$ cat config.mk
export PLATFORM = sky130hd
export DESIGN_NAME = way_arbiter_4
export DESIGN_NICKNAME = d
export VERILOG_FILES = /design/src/rtl/way_arbiter_pkg.sv /design/src/rtl/rr_pick4.sv /design/src/rtl/way_arbiter_4.sv
export SDC_FILE = /design/constraint.sdc
export NUM_CORES = 1
export LEC_CHECK = 0
export BUFFER_PORTS_ARGS = -buffer_cell sky130_fd_sc_hd__buf_4
export CORE_AREA = 2 2 42 44
export CTS_BUF_LIST = sky130_fd_sc_hd__clkbuf_4 sky130_fd_sc_hd__clkbuf_8 sky130_fd_sc_hd__clkbuf_16
export DETAILED_ROUTE_END_ITERATION = 7
export DIE_AREA = 0 0 44 46
export GPL_TIMING_DRIVEN = 1
export HOLD_SLACK_MARGIN = 0.02
export MAX_ROUTING_LAYER = met4
export PLACE_DENSITY = 0.73
export SLEW_MARGIN = 30
export SYNTH_ARGS = -nofsm -noshare
export SYNTH_HDL_FRONTEND = slang
export SYNTH_SLANG_ARGS = --single-unit
$ cat constraint.sdc
create_clock -name i_clk -period 4.4 [get_ports i_clk]
set_clock_uncertainty 0.05 [all_clocks]
set_input_delay 0.22 -clock i_clk [delete_from_list [all_inputs] [get_ports i_clk]]
set_output_delay 0.22 -clock i_clk [all_outputs]
set_load 0.02 [all_outputs]
$ cat src/rtl/way_arbiter_pkg.sv
// Shared types and sizes for the four-way round-robin arbiter.
//   REQ_COUNT   : number of requesters sharing the datapath mux
//   ID_W        : width of a requester index
//   arb_state_t : arbiter FSM states
//   req_id_t    : binary requester index (0 = A .. 3 = D)
package way_arbiter_pkg;

  localparam int unsigned REQ_COUNT = 4;
  localparam int unsigned ID_W      = 2;

  typedef enum logic {
    ARB_IDLE  = 1'b0,
    ARB_GRANT = 1'b1
  } arb_state_t;

  typedef logic [ID_W-1:0] req_id_t;

endpackage

$ cat src/rtl/rr_pick4.sv
// Combinational round-robin pick: first set request bit searching from ptr upward, mod 4.
//   req_i   : request vector, bit 0 = A
//   ptr_i   : highest-priority candidate index
//   pick_o  : one-hot winner (zero when nothing requests)
//   id_o    : binary winner index (meaningful only when valid_o)
//   valid_o : at least one request is set
module rr_pick4
  import way_arbiter_pkg::*;
(
  input  logic [REQ_COUNT-1:0] req_i,
  input  req_id_t              ptr_i,
  output logic [REQ_COUNT-1:0] pick_o,
  output req_id_t              id_o,
  output logic                 valid_o
);

  logic [2*REQ_COUNT-1:0] req_dbl;
  logic [REQ_COUNT-1:0]   req_rot;
  req_id_t                first_rot;

  // Rotate so that bit 0 of req_rot is the requester at ptr.
  assign req_dbl = {req_i, req_i};
  assign req_rot = req_dbl[3'(ptr_i) +: REQ_COUNT];

  // Lowest set bit of the rotated vector.
  always_comb begin
    first_rot = '0;
    for (int i = REQ_COUNT - 1; i >= 0; i--) begin
      if (req_rot[i]) first_rot = ID_W'(i);
    end
  end

  // Rotate the index back; 2-bit addition wraps mod 4.
  assign id_o    = first_rot + ptr_i;
  assign valid_o = |req_i;
  assign pick_o  = valid_o ? (REQ_COUNT'(1) << id_o) : '0;

endmodule

$ cat src/rtl/way_arbiter_4.sv
// Round-robin arbiter for one shared 4-input mux. Grants are registered one-hot
// and held until the owner pulses i_done or withdraws its request; every release
// is followed by one idle cycle before the next owner is selected.
// Optional watchdog (macro WAY_ARBITER_4_TIMEOUT_EN) revokes a grant held for
// TIMEOUT_CYCLES cycles and pulses o_timeout in the cycle o_gnt clears.
//   i_clk, i_rst_n : clock, asynchronous active-low reset
//   i_req          : per-requester request, bit 0 = A
//   i_done         : owner finished (single-cycle pulse)
//   o_gnt          : registered one-hot grant / mux select, or zero
//   o_gnt_id       : binary owner index, 0 when idle
//   o_busy         : a grant is active
//   o_timeout      : watchdog revoke pulse (only with the macro)
module way_arbiter_4
  import way_arbiter_pkg::*;
#(
  parameter int unsigned TIMEOUT_CYCLES = 16
) (
  input  logic                 i_clk,
  input  logic                 i_rst_n,
  input  logic [REQ_COUNT-1:0] i_req,
  input  logic                 i_done,
  output logic [REQ_COUNT-1:0] o_gnt,
  output req_id_t              o_gnt_id,
  output logic                 o_busy
`ifdef WAY_ARBITER_4_TIMEOUT_EN
  ,
  output logic                 o_timeout
`endif
);

  if (TIMEOUT_CYCLES < 2 || TIMEOUT_CYCLES > 255) begin : g_bad_timeout
    $error("way_arbiter_4: TIMEOUT_CYCLES must be within 2..255");
  end

  arb_state_t           state_q, state_d;
  req_id_t              ptr_q, ptr_d;
  logic [REQ_COUNT-1:0] gnt_q, gnt_d;
  req_id_t              id_q, id_d;
  logic                 busy_q, busy_d;

  logic [REQ_COUNT-1:0] pick_c;
  req_id_t              pick_id_c;
  logic                 pick_valid_c;
  logic                 rel_norm_c;
  logic                 release_c;

  rr_pick4 u_pick (
    .req_i   (i_req),
    .ptr_i   (ptr_q),
    .pick_o  (pick_c),
    .id_o    (pick_id_c),
    .valid_o (pick_valid_c)
  );

  // Normal release: owner done or owner withdrew (both together count once).
  assign rel_norm_c = i_done | ~i_req[id_q];

`ifdef WAY_ARBITER_4_TIMEOUT_EN
  localparam int unsigned CNT_W = $clog2(TIMEOUT_CYCLES + 1);

  logic [CNT_W-1:0] cnt_q, cnt_d;
  logic             tmo_q, tmo_d;
  logic             wd_fire_c;

  // Fires on the last permitted GRANT cycle; a normal release wins.
  assign wd_fire_c = ~rel_norm_c && (cnt_q == CNT_W'(TIMEOUT_CYCLES - 1));
  assign release_c = rel_norm_c | wd_fire_c;
`else
  assign release_c = rel_norm_c;
`endif

  // State register.
  always_ff @(posedge i_clk or negedge i_rst_n) begin
    if (!i_rst_n) state_q <= ARB_IDLE;
    else          state_q <= state_d;
  end

  // Next-state logic.
  always_comb begin
    state_d = state_q;
    unique case (state_q)
      ARB_IDLE:  if (pick_valid_c) state_d = ARB_GRANT;
      ARB_GRANT: if (release_c)    state_d = ARB_IDLE;
      default:   state_d = ARB_IDLE;
    endcase
  end

  // Next values for the pointer, output registers and watchdog.
  always_comb begin
    ptr_d  = ptr_q;
    gnt_d  = gnt_q;
    id_d   = id_q;
    busy_d = busy_q;
`ifdef WAY_ARBITER_4_TIMEOUT_EN
    cnt_d  = cnt_q;
    tmo_d  = 1'b0;
`endif
    unique case (state_q)
      ARB_IDLE: begin
        if (pick_valid_c) begin
          gnt_d  = pick_c;
          id_d   = pick_id_c;
          busy_d = 1'b1;
          ptr_d  = pick_id_c + ID_W'(1);
`ifdef WAY_ARBITER_4_TIMEOUT_EN
          cnt_d  = '0;
`endif
        end
      end
      ARB_GRANT: begin
        if (release_c) begin
          gnt_d  = '0;
          id_d   = '0;
          busy_d = 1'b0;
`ifdef WAY_ARBITER_4_TIMEOUT_EN
          cnt_d  = '0;
          tmo_d  = wd_fire_c;
`endif
        end else begin
`ifdef WAY_ARBITER_4_TIMEOUT_EN
          cnt_d  = cnt_q + CNT_W'(1);
`endif
        end
      end
      default: begin
        gnt_d  = '0;
        id_d   = '0;
        busy_d = 1'b0;
      end
    endcase
  end

  // Pointer and output registers.
  always_ff @(posedge i_clk or negedge i_rst_n) begin
    if (!i_rst_n) begin
      ptr_q  <= '0;
      gnt_q  <= '0;
      id_q   <= '0;
      busy_q <= 1'b0;
    end else begin
      ptr_q  <= ptr_d;
      gnt_q  <= gnt_d;
      id_q   <= id_d;
      busy_q <= busy_d;
    end
  end

`ifdef WAY_ARBITER_4_TIMEOUT_EN
  // Watchdog counter and revoke pulse.
  always_ff @(posedge i_clk or negedge i_rst_n) begin
    if (!i_rst_n) begin
      cnt_q <= '0;
      tmo_q <= 1'b0;
    end else begin
      cnt_q <= cnt_d;
      tmo_q <= tmo_d;
    end
  end

  assign o_timeout = tmo_q;
`endif

  assign o_gnt    = gnt_q;
  assign o_gnt_id = id_q;
  assign o_busy   = busy_q;

endmodule

==> results.cfg, run 1 <==
[grt]
globalRoute.totalOverflow = 0
grt_antenna_before_repair = 0
grt_pass1_wl_mm = 2.08
track_usage_pct = 15.0
grt_max_degree = 11
grt_pass1_vias = 460

[layout]
drive_above_1_share_pct = 35.1
fin_nets = 87
fill_cells = 154
mostFrequentLayoutCells = 13 x buf_4, 10 x dfrtp_1, 7 x nand2_1
area_delta_synth_final_pct = 20.3
seqCellArea_um2 = 250
layout_commonest_cell = buf_4
diodes = 0
multi_input_area_um2 = 374
fin_util_pct = 48.8

[critical_path]
crit_top_cell = xnor2_1
end_kind = register
critPathSlowestCell = dfrtp_1
cpPeakStageDelay_ns = 0.51
cp_cell_sequence = nand2_1 > a21oi_1 > o22ai_1 > o21a_1 > ha_1 > xnor2_1 > o31a_2 > o21ai_0 > xnor2_1
cp.arrival_ns = 2.30
required_ns = 4.48
start_kind = register
crit_path_max_fanout = 9
path_class = register to register

[cts]
numCtsBuffers = 3
ctsRootBufferMaster = clkbuf_4
clkTransAtPathRegs_ns = 0.06
cts.sinks = 10
h-tree-depth = 1
cts_tree = built
clk_latency_ns = 0.26
cts_buffer_depth = 2
postCtsSetupRepairBufs = 0

[pwr]
power_leakage_nw = 0.355
seq_power_share_pct = 30.9
power_w = 0.000569
switching_share_pct = 42.5
worst_ir_drop_vdd_mv = 0.335
p_clk_share_pct = 10.3
p_int_w = 0.000327
net-switching-power_w = 0.000242
share_comb_of_total_power_pct = 58.8
power_density_nw_per_um2 = 723

[timing]
finalCritPeriodShare_pct = 50.4
min_period_ns = 2.22
tightest_slew_ns = 0.374
hold_viol_final = 0
rsz0062_at_grt = false
setup_violations = 0
slew_headroom_pct = 75.0
fin_tns_setup_ns = 0
fmax_ghz = 0.451
maxSlewViolCount = 0
worst_slack_ns = 2.18

[routing]
drt_iter0_drc = 8
drtAntennaViolNets = 0
via_per_inst = 5.70
vias = 536
wl_mm = 1.24
wire_per_inst_um = 13.2
first_pass_iters = 4
drc = 0

[hold_path]
hold_class = input port to register

[floorplan]
dieArea_um2 = 2020
ios = 14
floorplan.core_area_um2 = 1610
rows = 15
initial_core_util_pct = 40.5
fp.dieW_um = 44
die_y_um = 46

[status]
status = complete, no violations

[logic_synthesis]
yosysSeqAreaShare_pct = 38.2
yosys_warnings = 0
synth_nets = 70
ys_seq_elements = 10
netlist_instances = 62
synth_area_leaders = dfrtp_1 38%, nand2_1 4.0%, mux4_2 3.4%
syn-cell-area_um2 = 654
synth_area_leader_cell = dfrtp_1
avgSynthCellArea_um2 = 10.6
netlist.area_leader.share_pct = 38.2
yosys.cell_types.count = 32

[flow_run]
drv_cap = 0

[placed_design]
io_buffers = 13
hpwl_um = 923
dpl_worst_slack_ns = 2.16
routabilityCongestion = 0.705
-- Yosys cell counts --
library cell  count
nor4b_2           1
nor4_1            1
mux4_2            1
ha_1              1
xnor2_2           1
nand2b_1          1
a21oi_2           1
nand3b_1          1
nor2b_1           2
o21a_1            3
nor4_4            1
or3b_1            2
a22o_2            2
o41ai_2           1
xor2_1            1
nor2_1            2
dfrtp_1          10
buf_6             1
buf_4             1
a32o_2            1
a21oi_1           4
o31a_2            1
o211ai_1          1
and2b_1           1
xnor2_1           2
nor3_2            1
mux2i_1           1
o22ai_1           2
o21ai_0           2
nor3_1            2
inv_1             3
nand2_1           7
-- registers in the layout, indices dropped and copies added (netlist names) --
register	count
o_gnt_id	2
o_busy	1
ptr_q	2
state_q	1
o_gnt	4
-- cell type report --
| cell class | count | area share [%] |
|---|---|---|
| Clock buffer | 3 | 2.86 |
| Inverter | 3 | 1.43 |
| Multi-Input combinational cell | 47 | 47.5 |
| Sequential cell | 10 | 31.8 |
| Tap cell | 17 | 2.70 |
| Timing Repair Buffer | 14 | 13.7 |
-- power groups by stage --
stage | sequential (W) | clock, W | combinational [W]
after CTS | 0.000176 | 0.0000605 | 0.000338
after global routing | 0.000183 | 0.0000645 | 0.000372
after detailed placement | 0.000179 | 0 | 0.000333
after floorplan | 0.000188 | 0 | 0.000248
after global placement | 0.000176 | 0 | 0.000330
final | 0.000176 | 0.0000585 | 0.000335
-- routing by layer --
metal	wire (um)	up-vias	GRT usage (%)
met5	0	-	-
met4	36	0	11.5
met3	54	4	3.57
met2	586	12	19.7
met1	567	258	19.5
li1	-	262	-
-- through the flow --
stage	area, um2	hold slack [ns]	cells
2_1_floorplan	654	-0.126	62
4_1_cts	787	0.267	94
6_report	787	0.293	94
3_3_place_gp	754	0.00213	90
5_1_grt	787	0.303	94
3_5_place_dp	754	0.00365	90
-- kinds of logic (layout without fill, tap and decap cells) --
| kind of cell | Yosys count | count (layout) | share of synthesized area, % |
|---|---|---|---|
| simple gates | 22 | 22 | 22.6 |
| compound gates | 18 | 18 | 21.2 |
| flops | 10 | 10 | 38.2 |
| buf+inv | 5 | 20 | 4.59 |
| xor+xnor | 4 | 4 | 6.50 |
| mux | 2 | 2 | 4.97 |
| fa+ha+maj | 1 | 1 | 1.91 |
-- critical path, delay by kind of cell (launching register included) --
family | cells | cell delay [ns]
AND/OR/NAND/NOR | 1 | 0.09
XOR/XNOR | 2 | 0.40
AO/OA/AOI/OAI | 5 | 0.70
adder cells (fa/ha/maj) | 1 | 0.35
flip-flops | 1 | 0.51
-- final timing paths --
path | start | end | slack (ns) | cells past startpoint
min | i_done | state_q | 0.29 | 4
min in group asynchronous | i_rst_n | o_gnt_id[1] | 0.30 | 2
max | ptr_q[1] | ptr_q[1] | 2.18 | 9
min reg2reg | o_gnt[0] | o_gnt[0] | 0.43 | 2
max in group asynchronous | i_rst_n | ptr_q[1] | 3.86 | 2
max reg2reg | ptr_q[1] | ptr_q[1] | 2.18 | 9
-- timing repair --
action | CTS | global route
hold buffers | 1 | 0
gates resized for setup | 0 | 0
endpoints found under the hold margin | 10 | 0
Note: power is estimated with default switching activity, not from simulation.
==> run 2, diff against run 1 <==
--- a/config.mk
+++ b/config.mk
@@ -5,15 +5,16 @@
 export SDC_FILE = /design/constraint.sdc
 export NUM_CORES = 1
 export LEC_CHECK = 0
+export ABC_AREA = 1
 export BUFFER_PORTS_ARGS = -buffer_cell sky130_fd_sc_hd__buf_4
-export CORE_AREA = 2 2 42 44
+export CORE_AREA = 2 2 41 43
 export CTS_BUF_LIST = sky130_fd_sc_hd__clkbuf_4 sky130_fd_sc_hd__clkbuf_8 sky130_fd_sc_hd__clkbuf_16
 export DETAILED_ROUTE_END_ITERATION = 7
-export DIE_AREA = 0 0 44 46
+export DIE_AREA = 0 0 43 45
 export GPL_TIMING_DRIVEN = 1
 export HOLD_SLACK_MARGIN = 0.02
 export MAX_ROUTING_LAYER = met4
-export PLACE_DENSITY = 0.73
+export PLACE_DENSITY = 0.74
 export SLEW_MARGIN = 30
 export SYNTH_ARGS = -nofsm -noshare
 export SYNTH_HDL_FRONTEND = slang
==> constraint.sdc (replaced) <==
create_clock -name i_clk -period 2.2 [get_ports i_clk]
set_clock_uncertainty 0.05 [all_clocks]
set_input_delay 0.11 -clock i_clk [delete_from_list [all_inputs] [get_ports i_clk]]
set_output_delay 0.11 -clock i_clk [all_outputs]
set_load 0.02 [all_outputs]
==> results.cfg, run 2 <==
[cts]
numCtsBuffers = 3
postCtsSetupRepairBufs = 0
clk_latency_ns = 0.26
cts.sinks = 10
cts_tree = built
clkTransAtPathRegs_ns = 0.06
ctsRootBufferMaster = clkbuf_4
cts_buffer_depth = 2
h-tree-depth = 1

[critical_path]
cp_cell_sequence = inv_2 > nand3_1 > nand2_2 > nand3_1 > a21boi_0 > ha_1 > xor2_1 > inv_1 > nand3_1 > nand2_2 > nand2_2 > nand3_2
start_kind = register
reg2regPathDepth = 12
cpPeakStageDelay_ns = 0.47
path_class = register to register
end_kind = register
required_ns = 2.30
crit_family = simple AND/OR/NAND/NOR gates
critPathSlowestCell = dfrtp_1
startpoint = ptr_q[1]
cp.depth = 12
r2r-start = ptr_q[1]
cp.arrival_ns = 2.05
crit_path_max_fanout = 7
crit_buf_inv = 2

[routing]
wl_mm = 1.14
via_per_inst = 4.84
drt_iter0_drc = 7
drtAntennaViolNets = 0
wire_per_inst_um = 9.34
vias = 590
first_pass_iters = 4
drc = 0

[logic_synthesis]
yosys_warnings = 0
async_reset_ff_share_pct = 100
netlist.area_leader.share_pct = 39.8
yosys.cell_types.count = 18
yosys-top-cells-count = 31 x nand2_1, 13 x nand3_1, 10 x dfrtp_1
synth_area_leaders = dfrtp_1 40%, nand2_1 18%, nand3_1 10%
yosysMostFrequentCell = nand2_1
synth_nets = 97
syn-cell-area_um2 = 629
synth_area_leader_cell = dfrtp_1
synth_edf_count = 0
avgSynthCellArea_um2 = 7.07
netlist_instances = 89
ys_seq_elements = 10
yosysSeqAreaShare_pct = 39.8
ys.flop_type = dfrtp_1

[placed_design]
io_buffers = 13
hpwl_um = 901
routabilityCongestion = 0.761

[hold_path]
hold_class = input port to async pin

[layout]
mostFrequentLayoutCells = 31 x nand2_1, 13 x nand3_1, 13 x buf_4
area_delta_synth_final_pct = 24.5
fin_nets = 115
layout_commonest_cell = nand2_1
diodes = 0
drive_above_1_share_pct = 29.2
largest_register_ffs = 4

[grt]
grt_max_degree = 11
grt_pass1_wl_mm = 2.10
grt_pass1_vias = 557
track_usage_pct = 15.1
grt_antenna_before_repair = 0
globalRoute.totalOverflow = 0

[floorplan]
rows = 14
die_y_um = 45
fp.dieW_um = 43
floorplan.core_area_um2 = 1470
ios = 14
initial_core_util_pct = 42.8
dieArea_um2 = 1940

[status]
status = complete, no violations

[timing]
slew_headroom_pct = 82.8
finalCritPeriodShare_pct = 88.8
hold_viol_final = 0
hold_ws_ns = 0.157
rsz0062_at_grt = false
maxSlewViolCount = 0
tightest_slew_ns = 0.258
setup_violations = 0
min_period_ns = 1.95
fmax_ghz = 0.512
fin_tns_setup_ns = 0

[pwr]
worst_ir_drop_vdd_mv = 0.701
power_density_nw_per_um2 = 1570
power_leakage_nw = 0.450

[flow_run]
drv_cap = 0
[run 2: cell count changes after synthesis, sizes merged, moves of 3 or more]
cell,previous run,this run
nand2,7,36
nand3,0,14
inv,3,13
a21oi,5,0
nor3,3,0
o21ai,2,5
xnor2,3,0
[run 2: cell type report]
class | instances | area, um2
Clock buffer | 4 | 36.3
Fill cell | 151 | 688
Inverter | 14 | 52.6
Multi-Input combinational cell | 64 | 315
Sequential cell | 10 | 251
Tap cell | 16 | 20.0
Timing Repair Buffer | 14 | 108
[run 2: final timing paths]
| kind | slack [ns] | to |
|---|---|---|
| min in group i_clk | 0.16 | o_busy |
| worst max register to register | 0.25 | ptr_q[1] |
| worst max-delay path | 0.25 | ptr_q[1] |
| worst min register to register | 0.42 | o_busy |
| worst min-delay path | 0.16 | o_gnt[0] |
| max in group asynchronous | 1.79 | ptr_q[0] |
[run 2: metal layers]
layer / part of all wire, % / up-vias / GRT usage, %
met4: 0 / 0 / 9.09
met1: 51 / 263 / 18.7
li1: - / 314 / -
met5: 0 / - / -
met3: 4.7 / 0 / 2.40
met2: 44 / 13 / 23.3
[run 2: logic make-up after synthesis]
group                      after synthesis  synth area share, %
AOI/OAI and AO/OA                        8                 8.55
and+or+nand+nor                         54                 38.2
xor gates and xnor gates                 1                 1.39
adders and majority gates                1                 1.99
DFF                                     10                 39.8
buffers and inverters                   15                 10.1
[run 2: timing repair]
action | 4_1_cts | 5_1_grt
gates resized for setup | 0 | 1
setup endpoints to repair | 0 | 3
hold buffers | 1 | 0
endpoints found under the hold margin | 10 | 0
[run 2: per-stage QoR]
stage,util (%),area [um2],std cells,setup WS (ns),power (W)
floorplan,-,629,89,0.403,0.000916
global placement,50.0,736,117,0.223,0.00106
detailed placement,50.0,736,117,0.210,0.00107
CTS,53.1,782,122,0.182,0.00124
global route,53.2,783,122,0.0479,0.00137
finish,53.2,783,122,0.246,0.00123
[run 2: power by group]
group	internal (W)	leakage, nW	switching (W)
combinational	0.000277	0.304	0.000453
sequential	0.000266	0.125	0.0000702
clock	0.000100	0.0210	0.0000614
==> run 3, diff against run 2 <==
--- a/config.mk
+++ b/config.mk
@@ -15,6 +15,7 @@
 export HOLD_SLACK_MARGIN = 0.02
 export MAX_ROUTING_LAYER = met4
 export PLACE_DENSITY = 0.74
+export RECOVER_POWER = 100
 export SLEW_MARGIN = 30
 export SYNTH_ARGS = -nofsm -noshare
 export SYNTH_HDL_FRONTEND = slang
==> results.cfg, run 3 (synthesis results as in run 2) <==
[timing]
hold_viol_final = 0
tightest_slew_ns = 0.521
hold_ws_ns = 0.157
finalCritPeriodShare_pct = 89.3
fmax_ghz = 0.509
maxSlewViolCount = 0
min_period_ns = 1.96
slew_headroom_pct = 65.3
fin_tns_setup_ns = 0
setup_violations = 0
rsz0062_at_grt = false

[cts]
clkTransAtPathRegs_ns = 0.06
cts_buffer_depth = 2
cts_tree = built
clk_latency_ns = 0.26
ctsRootBufferMaster = clkbuf_4
numCtsBuffers = 3
cts.sinks = 10
h-tree-depth = 1

[placed_design]
routabilityCongestion = 0.761
io_buffers = 13
hpwl_um = 901

[pwr]
power_density_nw_per_um2 = 1580
worst_ir_drop_vdd_mv = 0.695
power_w = 0.00119
power_leakage_nw = 0.419

[hold_path]
holdPathStages = 6
min_from = i_done
min_to = o_busy
hold_class = input port to register

[critical_path]
crit_path_max_fanout = 7
r2r_slack_ns = 0.24
path_class = register to register
reg2regPathDepth = 12
r2r_end = ptr_q[1]
required_ns = 2.30
r2r-start = ptr_q[1]
end_kind = register
cp.arrival_ns = 2.06
start_kind = register

[layout]
mostFrequentLayoutCells = 32 x nand2_1, 13 x nand3_1, 9 x inv_1, 9 x dfrtp_1, 8 x clkbuf_1
fin_util_pct = 51.0
largest_register_ffs = 4
drive_above_1_share_pct = 20.8
area_delta_synth_final_pct = 19.3
diodes = 0
layout_commonest_cell = nand2_1
fin_nets = 115

[routing]
vias = 597
wire_per_inst_um = 9.34
drtAntennaViolNets = 0
drc = 0
wl_mm = 1.14
via_per_inst = 4.89
first_pass_iters = 4
drt_iter0_drc = 7

[grt]
grt_antenna_before_repair = 0
grt_max_degree = 11
grt_pass1_vias = 557
grt_pass1_wl_mm = 2.10
track_usage_pct = 15.1
globalRoute.totalOverflow = 0

[floorplan]
dieArea_um2 = 1940
die_y_um = 45
initial_core_util_pct = 42.8
floorplan.core_area_um2 = 1470
rows = 14
ios = 14
fp.dieW_um = 43

[status]
status = complete, no violations

[flow_run]
drv_cap = 0
-- run 3: cell count changes in the layout (fill, tap and decap cells not counted) --
cell | previous run | this run
clkbuf_1 | 0 | 8
nand2_1 | 31 | 32
buf_4 | 13 | 5
nand2_2 | 5 | 4
-- run 3: worst max-delay path: stages (launching register included) --
cell	delay [ns]
dfrtp_1	0.47
inv_2	0.12
nand3_1	0.07
nand2_1	0.09
nand3_1	0.07
a21boi_0	0.17
ha_1	0.19
xor2_1	0.21
inv_1	0.06
nand3_1	0.11
nand2_2	0.10
nand2_2	0.08
nand3_2	0.05
-- run 3: metal layers --
| metal | track usage (%) | part of all wire [%] | vias up |
|---|---|---|---|
| li1 | - | - | 315 |
| met1 | 18.7 | 50 | 269 |
| met2 | 23.3 | 45 | 13 |
| met3 | 2.40 | 4.7 | 0 |
| met4 | 9.09 | 0 | 0 |
| met5 | - | 0 | - |
-- run 3: per-stage QoR --
step / cells / instance area (um2) / setup WS [ns]
floorplan: 89 / 629 / 0.403
global placement: 117 / 736 / 0.223
finish: 122 / 751 / 0.236
CTS: 122 / 782 / 0.182
global route: 122 / 751 / 0.0307
detailed placement: 117 / 736 / 0.210
-- run 3: timing repair --
item | in CTS | in global routing
setup buffers | 0 | 0
hold buffers | 1 | 0
setup endpoints to repair | 0 | 3
hold endpoints to repair | 10 | 0
gates resized for setup | 0 | 1
-- run 3: where the power goes --
group	leakage [nW]	internal [W]	switching, W
Clock	0.0210	0.000100	0.0000622
Sequential	0.125	0.000265	0.0000691
Combinational	0.273	0.000239	0.000450
Total	0.419	0.000605	0.000582
-- run 3: worst max path at each step --
stage              from  slack [ns]  cells past startpoint       end
2_1_floorplan  ptr_q[1]        0.40                     13  ptr_q[1]
3_3_place_gp   ptr_q[0]        0.22                     13  ptr_q[1]
3_5_place_dp   ptr_q[0]        0.21                     13  ptr_q[1]
4_1_cts        ptr_q[0]        0.18                     13  ptr_q[1]
5_1_grt        ptr_q[0]        0.03                     13  ptr_q[1]
6_report       ptr_q[1]        0.24                     12  ptr_q[1]
-- run 3: layout make-up --
type | instances | area, um2
fillers | 161 | 721
well taps | 16 | 20.0
multi-input cells | 64 | 313
inverters | 14 | 52.6
repair buffers | 14 | 77.6
flip-flops and latches | 10 | 251
clock buffers | 4 | 36.3
